[src/rtl/cdm_pipe_mult.sv]
// Pipelined carry-disregard approximate multiplier with valid/ready on both sides.
// Optional error statistics are enabled by defining CDM_ERR_STAT_EN.
module cdm_pipe_mult #(
  parameter int unsigned WIDTH       = 8,
  parameter int unsigned APPROX_COLS = 8,
  parameter int unsigned STAGES      = 2,
  parameter int unsigned ACC_W       = 32
) (
  input  logic                 clk,
  input  logic                 rst,
  input  logic                 in_valid,
  output logic                 in_ready,
  input  logic [WIDTH-1:0]     A,
  input  logic [WIDTH-1:0]     B,
  input  logic                 mode,
  output logic                 out_valid,
  input  logic                 out_ready,
  output logic [2*WIDTH-1:0]   R,
  output logic                 out_mode
`ifdef CDM_ERR_STAT_EN
  ,
  input  logic                 stat_clr,
  output logic [2*WIDTH-1:0]   err,
  output logic [ACC_W-1:0]     err_acc,
  output logic [2*WIDTH-1:0]   err_max,
  output logic [ACC_W-1:0]     n_txn
`endif
);

  localparam int unsigned PW = 2 * WIDTH;
  localparam int          W  = int'(WIDTH);
  localparam int          K  = int'(APPROX_COLS);

  if (STAGES < 1 || APPROX_COLS > 2 * WIDTH || ACC_W < 1) begin : g_param_check
    $error("cdm_pipe_mult: illegal parameter set");
  end

  // Low K columns are parity-only; everything at or above column K is summed exactly.
  function automatic logic [PW-1:0] cdm_mul(input logic [WIDTH-1:0] a,
                                            input logic [WIDTH-1:0] b);
    logic [PW-1:0] lo;
    logic [PW-1:0] hi;
    lo = '0;
    hi = '0;
    for (int i = 0; i < W; i++) begin
      for (int j = 0; j < W; j++) begin
        if (i + j < K) begin
          lo = lo ^ (PW'(a[i] & b[j]) << (i + j));
        end else begin
          hi = hi + (PW'(a[i] & b[j]) << (i + j - K));
        end
      end
    end
    return lo | (hi << K);
  endfunction

  logic adv;
  assign adv      = !out_valid || out_ready;
  assign in_ready = adv;

  // Operands as seen by the final (compute) stage.
  logic             f_vld;
  logic [WIDTH-1:0] f_a;
  logic [WIDTH-1:0] f_b;
  logic             f_mode;

  if (STAGES > 1) begin : g_op_pipe
    localparam int unsigned N = STAGES - 1;
    logic [N-1:0]     vld_q;
    logic [N-1:0]     mode_q;
    logic [WIDTH-1:0] a_q [N];
    logic [WIDTH-1:0] b_q [N];

    always_ff @(posedge clk or posedge rst) begin
      if (rst) begin
        vld_q  <= '0;
        mode_q <= '0;
        for (int i = 0; i < int'(N); i++) begin
          a_q[i] <= '0;
          b_q[i] <= '0;
        end
      end else if (adv) begin
        vld_q[0]  <= in_valid;
        mode_q[0] <= mode;
        a_q[0]    <= A;
        b_q[0]    <= B;
        for (int i = 1; i < int'(N); i++) begin
          vld_q[i]  <= vld_q[i-1];
          mode_q[i] <= mode_q[i-1];
          a_q[i]    <= a_q[i-1];
          b_q[i]    <= b_q[i-1];
        end
      end
    end

    assign f_vld  = vld_q[N-1];
    assign f_mode = mode_q[N-1];
    assign f_a    = a_q[N-1];
    assign f_b    = b_q[N-1];
  end else begin : g_no_op_pipe
    assign f_vld  = in_valid;
    assign f_mode = mode;
    assign f_a    = A;
    assign f_b    = B;
  end

  logic [PW-1:0] exact_d;
  logic [PW-1:0] res_d;

  always_comb begin
    exact_d = {{WIDTH{1'b0}}, f_a} * {{WIDTH{1'b0}}, f_b};
    res_d   = f_mode ? cdm_mul(f_a, f_b) : exact_d;
  end

  always_ff @(posedge clk or posedge rst) begin
    if (rst) begin
      out_valid <= 1'b0;
      R         <= '0;
      out_mode  <= 1'b0;
    end else if (adv) begin
      out_valid <= f_vld;
      if (f_vld) begin
        R        <= res_d;
        out_mode <= f_mode;
      end
    end
  end

`ifdef CDM_ERR_STAT_EN
  localparam int unsigned       SW       = ((ACC_W > PW) ? ACC_W : PW) + 1;
  localparam logic [ACC_W-1:0]  ACC_ONES = '1;

  logic              xfer;
  logic [SW-1:0]     acc_sum;
  logic [ACC_W-1:0]  err_acc_d;
  logic [PW-1:0]     err_max_d;
  logic [ACC_W-1:0]  n_txn_d;

  assign xfer = out_valid && out_ready;

  always_ff @(posedge clk or posedge rst) begin
    if (rst) begin
      err <= '0;
    end else if (adv && f_vld) begin
      err <= exact_d - res_d;
    end
  end

  always_comb begin
    acc_sum   = SW'(err_acc) + SW'(err);
    err_acc_d = err_acc;
    err_max_d = err_max;
    n_txn_d   = n_txn;
    if (stat_clr) begin
      err_acc_d = '0;
      err_max_d = '0;
      n_txn_d   = '0;
    end else if (xfer) begin
      err_acc_d = (acc_sum > SW'(ACC_ONES)) ? ACC_ONES : acc_sum[ACC_W-1:0];
      if (err > err_max) begin
        err_max_d = err;
      end
      if (n_txn != ACC_ONES) begin
        n_txn_d = n_txn + ACC_W'(1);
      end
    end
  end

  always_ff @(posedge clk or posedge rst) begin
    if (rst) begin
      err_acc <= '0;
      err_max <= '0;
      n_txn   <= '0;
    end else begin
      err_acc <= err_acc_d;
      err_max <= err_max_d;
      n_txn   <= n_txn_d;
    end
  end
`endif

endmodule

[config.mk]
export PLATFORM = sky130hd
export DESIGN_NAME = cdm_pipe_mult
export DESIGN_NICKNAME = d
export VERILOG_FILES = /design/src/rtl/cdm_pipe_mult.sv
export SDC_FILE = /design/constraint.sdc
export NUM_CORES = 1
export LEC_CHECK = 0
export BUFFER_PORTS_ARGS = -buffer_cell sky130_fd_sc_hd__buf_2
export CAP_MARGIN = 20
export CORE_MARGIN = 4
export CORE_UTILIZATION = 30
export CTS_CLUSTER_DIAMETER = 50
export DETAILED_ROUTE_END_ITERATION = 16
export HOLD_SLACK_MARGIN = 0.12
export SYNTH_ARGS = -nofsm -noshare
export SYNTH_HDL_FRONTEND = slang
export SYNTH_SLANG_ARGS = --single-unit
[constraint.sdc]
create_clock -name clk -period 4.6 [get_ports clk]
set_input_delay 1.38 -clock clk [delete_from_list [all_inputs] [get_ports clk]]
set_output_delay 1.38 -clock clk [all_outputs]
set_load 0.005 [all_outputs]
==> flow_summary.rst <==
.. list-table::
   :header-rows: 1

   * - Metric
     - Value
   * - Result of the run
     - finished clean
   * - Estimated wirelength of the detail-placed design
     - 8.56 mm
   * - Met3 track demand over resource
     - 2.74%
   * - Buffer type at the clock tree root
     - clkbuf_16
   * - Wire length of the first global-routing pass
     - 16.7 mm
   * - Capture instance of the worst register-to-register path
     - R[14]
   * - Final Hold Violating Endpoints
     - 0
   * - FF+latch count, synth
     - 36
   * - Crit path launch type
     - register
   * - Cell area after technology mapping
     - approximately 4400 sq um
   * - Placed insts
     - 678
   * - Clock latency at the later pin of the worst-skew pair
     - 0.28 ns
   * - Final WS setup
     - 0.160 ns
   * - Critical path type
     - register to register
   * - Number of fill cells
     - 1438
   * - Pin count of the biggest net entering global routing
     - 37
   * - Layout overhead on the synthesized area
     - 16.0%
   * - IO Port Bufs
     - 39
   * - Yosys top cell area share
     - between 20 and 25%
   * - Net total in the final layout
     - 630
   * - Final setup TNS
     - 0 ns
   * - Remaining routing DRC violations
     - 0
   * - Post-synthesis cell count
     - 454
   * - Cell repeated most along the worst path
     - fa_1
   * - Most common cell after layout, fill and taps aside
     - inv_1
   * - Final non-filler cell area
     - slightly above 5000 sq um
   * - Mapped Nets
     - approximately 570
   * - Storage element area
     - 906 sq um
   * - Final antenna-violating net count
     - 0
   * - Clock skew after layout
     - around 0.006 ns
   * - CTS tree
     - built
   * - Total power after layout
     - 3.41 mW
   * - Final-report setup violation count
     - 0
   * - Final period demand of the worst path
     - 4.44 ns
   * - Width of the die
     - 129 microns
   * - Antenna violations before repair
     - 0
   * - WHS Path Cells
     - 2
   * - Most used flip-flop cell after synthesis
     - dfrtp_1
   * - Count of vias placed by the detailed router
     - 3233
   * - Flop2flop setup slack
     - ~0.16 ns
   * - Number of sinks driven by the clock tree
     - 36
   * - Final routed wire length divided by cell count
     - 14.6 microns
   * - Starting density of the core
     - 31.1%
   * - Ordered cell list for the critical path
     - and2_1 -> fa_1 -> fa_1 -> fa_1 -> inv_1 -> fa_1 -> inv_1 -> ha_1 -> a21oi_1 -> nor2_1 -> a211oi_1 -> mux2_2 -> o211ai_1
   * - Proportion of synthesized chip area in sequential cells
     - about 21%
   * - Slew headroom
     - 47.0%
   * - Inserted Clock Buffers
     - 5
   * - Number of rows created at floorplan
     - 43
   * - Crit path buffers/inverters
     - 2
   * - Synth warnings
     - 0
   * - Setup repair after global routing missed its margin
     - no
   * - Worst hold-check slack
     - around 0.47 ns
   * - Startpoint of the lowest-slack hold path
     - out_mode
   * - First drt pass iteration count
     - 4
   * - Highest-count cells in the layout ignoring fill and taps
     - inv_1, fa_1, ha_1
   * - Number of H-tree branching levels
     - 2
   * - Cell types with the largest area share after synthesis
     - fa_1, dfrtp_1, ha_1
   * - Die height
     - ~130 microns
   * - Worst Setup Slack post-DPL
     - -0.0287 ns
   * - Grt peak-use layer
     - met2
   * - Worst r2r path cells
     - 13
   * - Total Die Area
     - between 15000 and 20000 sq um
   * - Final worst path period share
     - 96.5%
   * - Distinct cell type count of the synthesized netlist
     - 43
   * - Met2 GRT Util
     - 20.0%
   * - Required time reported for the critical path endpoint
     - 4.80 ns
   * - Worst Tran Pin Value
     - 0.793 ns
   * - Met1 layer usage reported by global route
     - 17.3%
   * - Fraction of synthesis flops using an asynchronous set or reset pin
     - 100%
   * - Final Slew Violations
     - 0
   * - CP arrival
     - 4.64 ns
   * - Family with the most delay on the worst path
     - adder cells
   * - Fraction of layout cells with a size suffix above 1
     - 19.0%
   * - Number of synthesized flops with an enable pin
     - 0
   * - Cell type with the largest total area after synthesis
     - fa_1
   * - Area used by multi-input combinational logic
     - 3170 sq um
   * - Number of antenna cells inserted
     - 0
   * - Worst min path class
     - register to register
   * - Non-filler cells in the finished layout
     - between 600 and 700
   * - Core area
     - 14000 sq um
   * - Number of buffers on the longest clock path
     - 2
   * - Post-DP Area
     - 4860 sq um
   * - Post-CTS clock slew at the launch and capture registers of the worst setup and hold paths
     - roughly 0.06 ns
   * - Crit-path max FO
     - 7
   * - Cell type of the slowest stage on the worst timing path
     - fa_1
   * - Delay of the slowest cell on the worst path
     - roughly 0.58 ns
   * - GRT overflow
     - 0
   * - Maximum capacitance violations
     - 0
   * - Setup crit end kind
     - register
   * - Worst supply voltage drop on vdd
     - ~320 uV
   * - Vias in the first global route
     - 3354
   * - Detailed-route vias per instance
     - 4.69
   * - Num ports
     - 40
   * - Last weighted congestion value of the routability-driven placer
     - 0.870
   * - Routed wire length
     - 10.1 mm
   * - Endpoint of the worst hold-timing path
     - out_mode
   * - FF-to-FF Start
     - f_a[5]
   * - Post-Syn Area per Cell
     - between 9 and 10 sq um
   * - Static leakage power
     - 2.55 nW
   * - Fmax achieved
     - 225 MHz
   * - Number of DRC violations after detailed-routing iteration 0
     - 116
   * - Total power per unit cell area
     - just under 700 nW/um^2
   * - Fraction of the core area covered by cells at the end of the flow
     - 36.1%
   * - Overall fraction of global-route tracks in use
     - roughly an eighth
==> per-layer routing <==
metal,part of all wire (%),wire [microns]
met5,0,0
met3,5.1,516
met4,1.8,185
met2,46,4680
met1,47,4710
==> worst register-to-register path, cell delays in order, from the launching register on <==
cell and delay, ns:
dfrtp_2 0.44, and2_1 0.22, fa_1 0.58, fa_1 0.44
fa_1 0.54, inv_1 0.06, fa_1 0.52, inv_1 0.04
ha_1 0.39, a21oi_1 0.26, nor2_1 0.08, a211oi_1 0.28
mux2_2 0.37, o211ai_1 0.15
==> sequential cells by signal, indices dropped and copies added, names as in the netlist <==
| register | cells |
|---|---|
| f_mode | 1 |
| f_a | 8 |
| R | 16 |
| out_valid | 1 |
| f_vld | 1 |
| f_b | 8 |
| out_mode | 1 |
==> synth_stat cells, types with 2 or more instances <==
cell type and n:
nand2b_1 2, o21ai_1 2, mux2i_1 2, and3_1 2, dfrtp_1 36, fa_1 50
clkbuf_1 6, nor2_1 11, xor2_1 9, o21ai_0 13, a21o_1 3, mux2_2 19
a211oi_1 3, xnor2_1 24, a211o_1 2, nand2_1 43, inv_1 76, and2_1 46
o21a_1 5, a21oi_2 2, nor3_1 5, buf_1 2, o211ai_1 2, ha_1 49
a21oi_1 15, nand3_1 4, nor2b_1 5
==> what timing repair did <==
action                     in CTS  in global routing
setup buffers                   0                  5
hold buffers                    0                  0
gates resized for setup         3                  7
pin swaps                       0                  3
setup endpoints to repair       2                  7
==> layout make-up <==
cell class,count,share of cell area [%]
well taps,180,4.45
multi-input cells,332,62.6
clock inverters,2,0.247
clock buffers,5,2.47
repair buffers,58,6.67
inverters,77,5.71
flip-flops and latches,36,17.9
==> kinds of logic after synthesis <==
| family | Yosys count | synth area share, % |
|---|---|---|
| buffers and inverters | 86 | 7.42 |
| flip-flops | 36 | 20.6 |
| XOR/XNOR | 33 | 6.62 |
| AO/OA/AOI/OAI | 58 | 9.00 |
| adder cells (fa/ha/maj) | 99 | 37.0 |
| AND/OR/NAND/NOR | 121 | 14.0 |
| multiplexers | 21 | 5.36 |
==> power by group <==
part | switching, mW | leakage, nW | total, mW | internal, mW
registers | 0.0701 | 0.426 | 0.478 | 0.408
logic | 1.43 | 2.06 | 2.60 | 1.18
clock network | 0.131 | 0.0657 | 0.327 | 0.196
==> worst max path at each step <==
stage | from | end | slack (ns) | cells past startpoint
after CTS | f_a[5] | R[13] | 0.01 | 16
after floorplan | f_b[6] | R[14] | 0.23 | 15
final | f_a[5] | R[14] | 0.16 | 13
after global routing | f_a[3] | R[14] | 0.008 | 15
after detailed placement | f_a[2] | R[13] | -0.03 | 15
after global placement | f_a[2] | R[13] | 0.09 | 15
(Power assumes the default switching activity.)
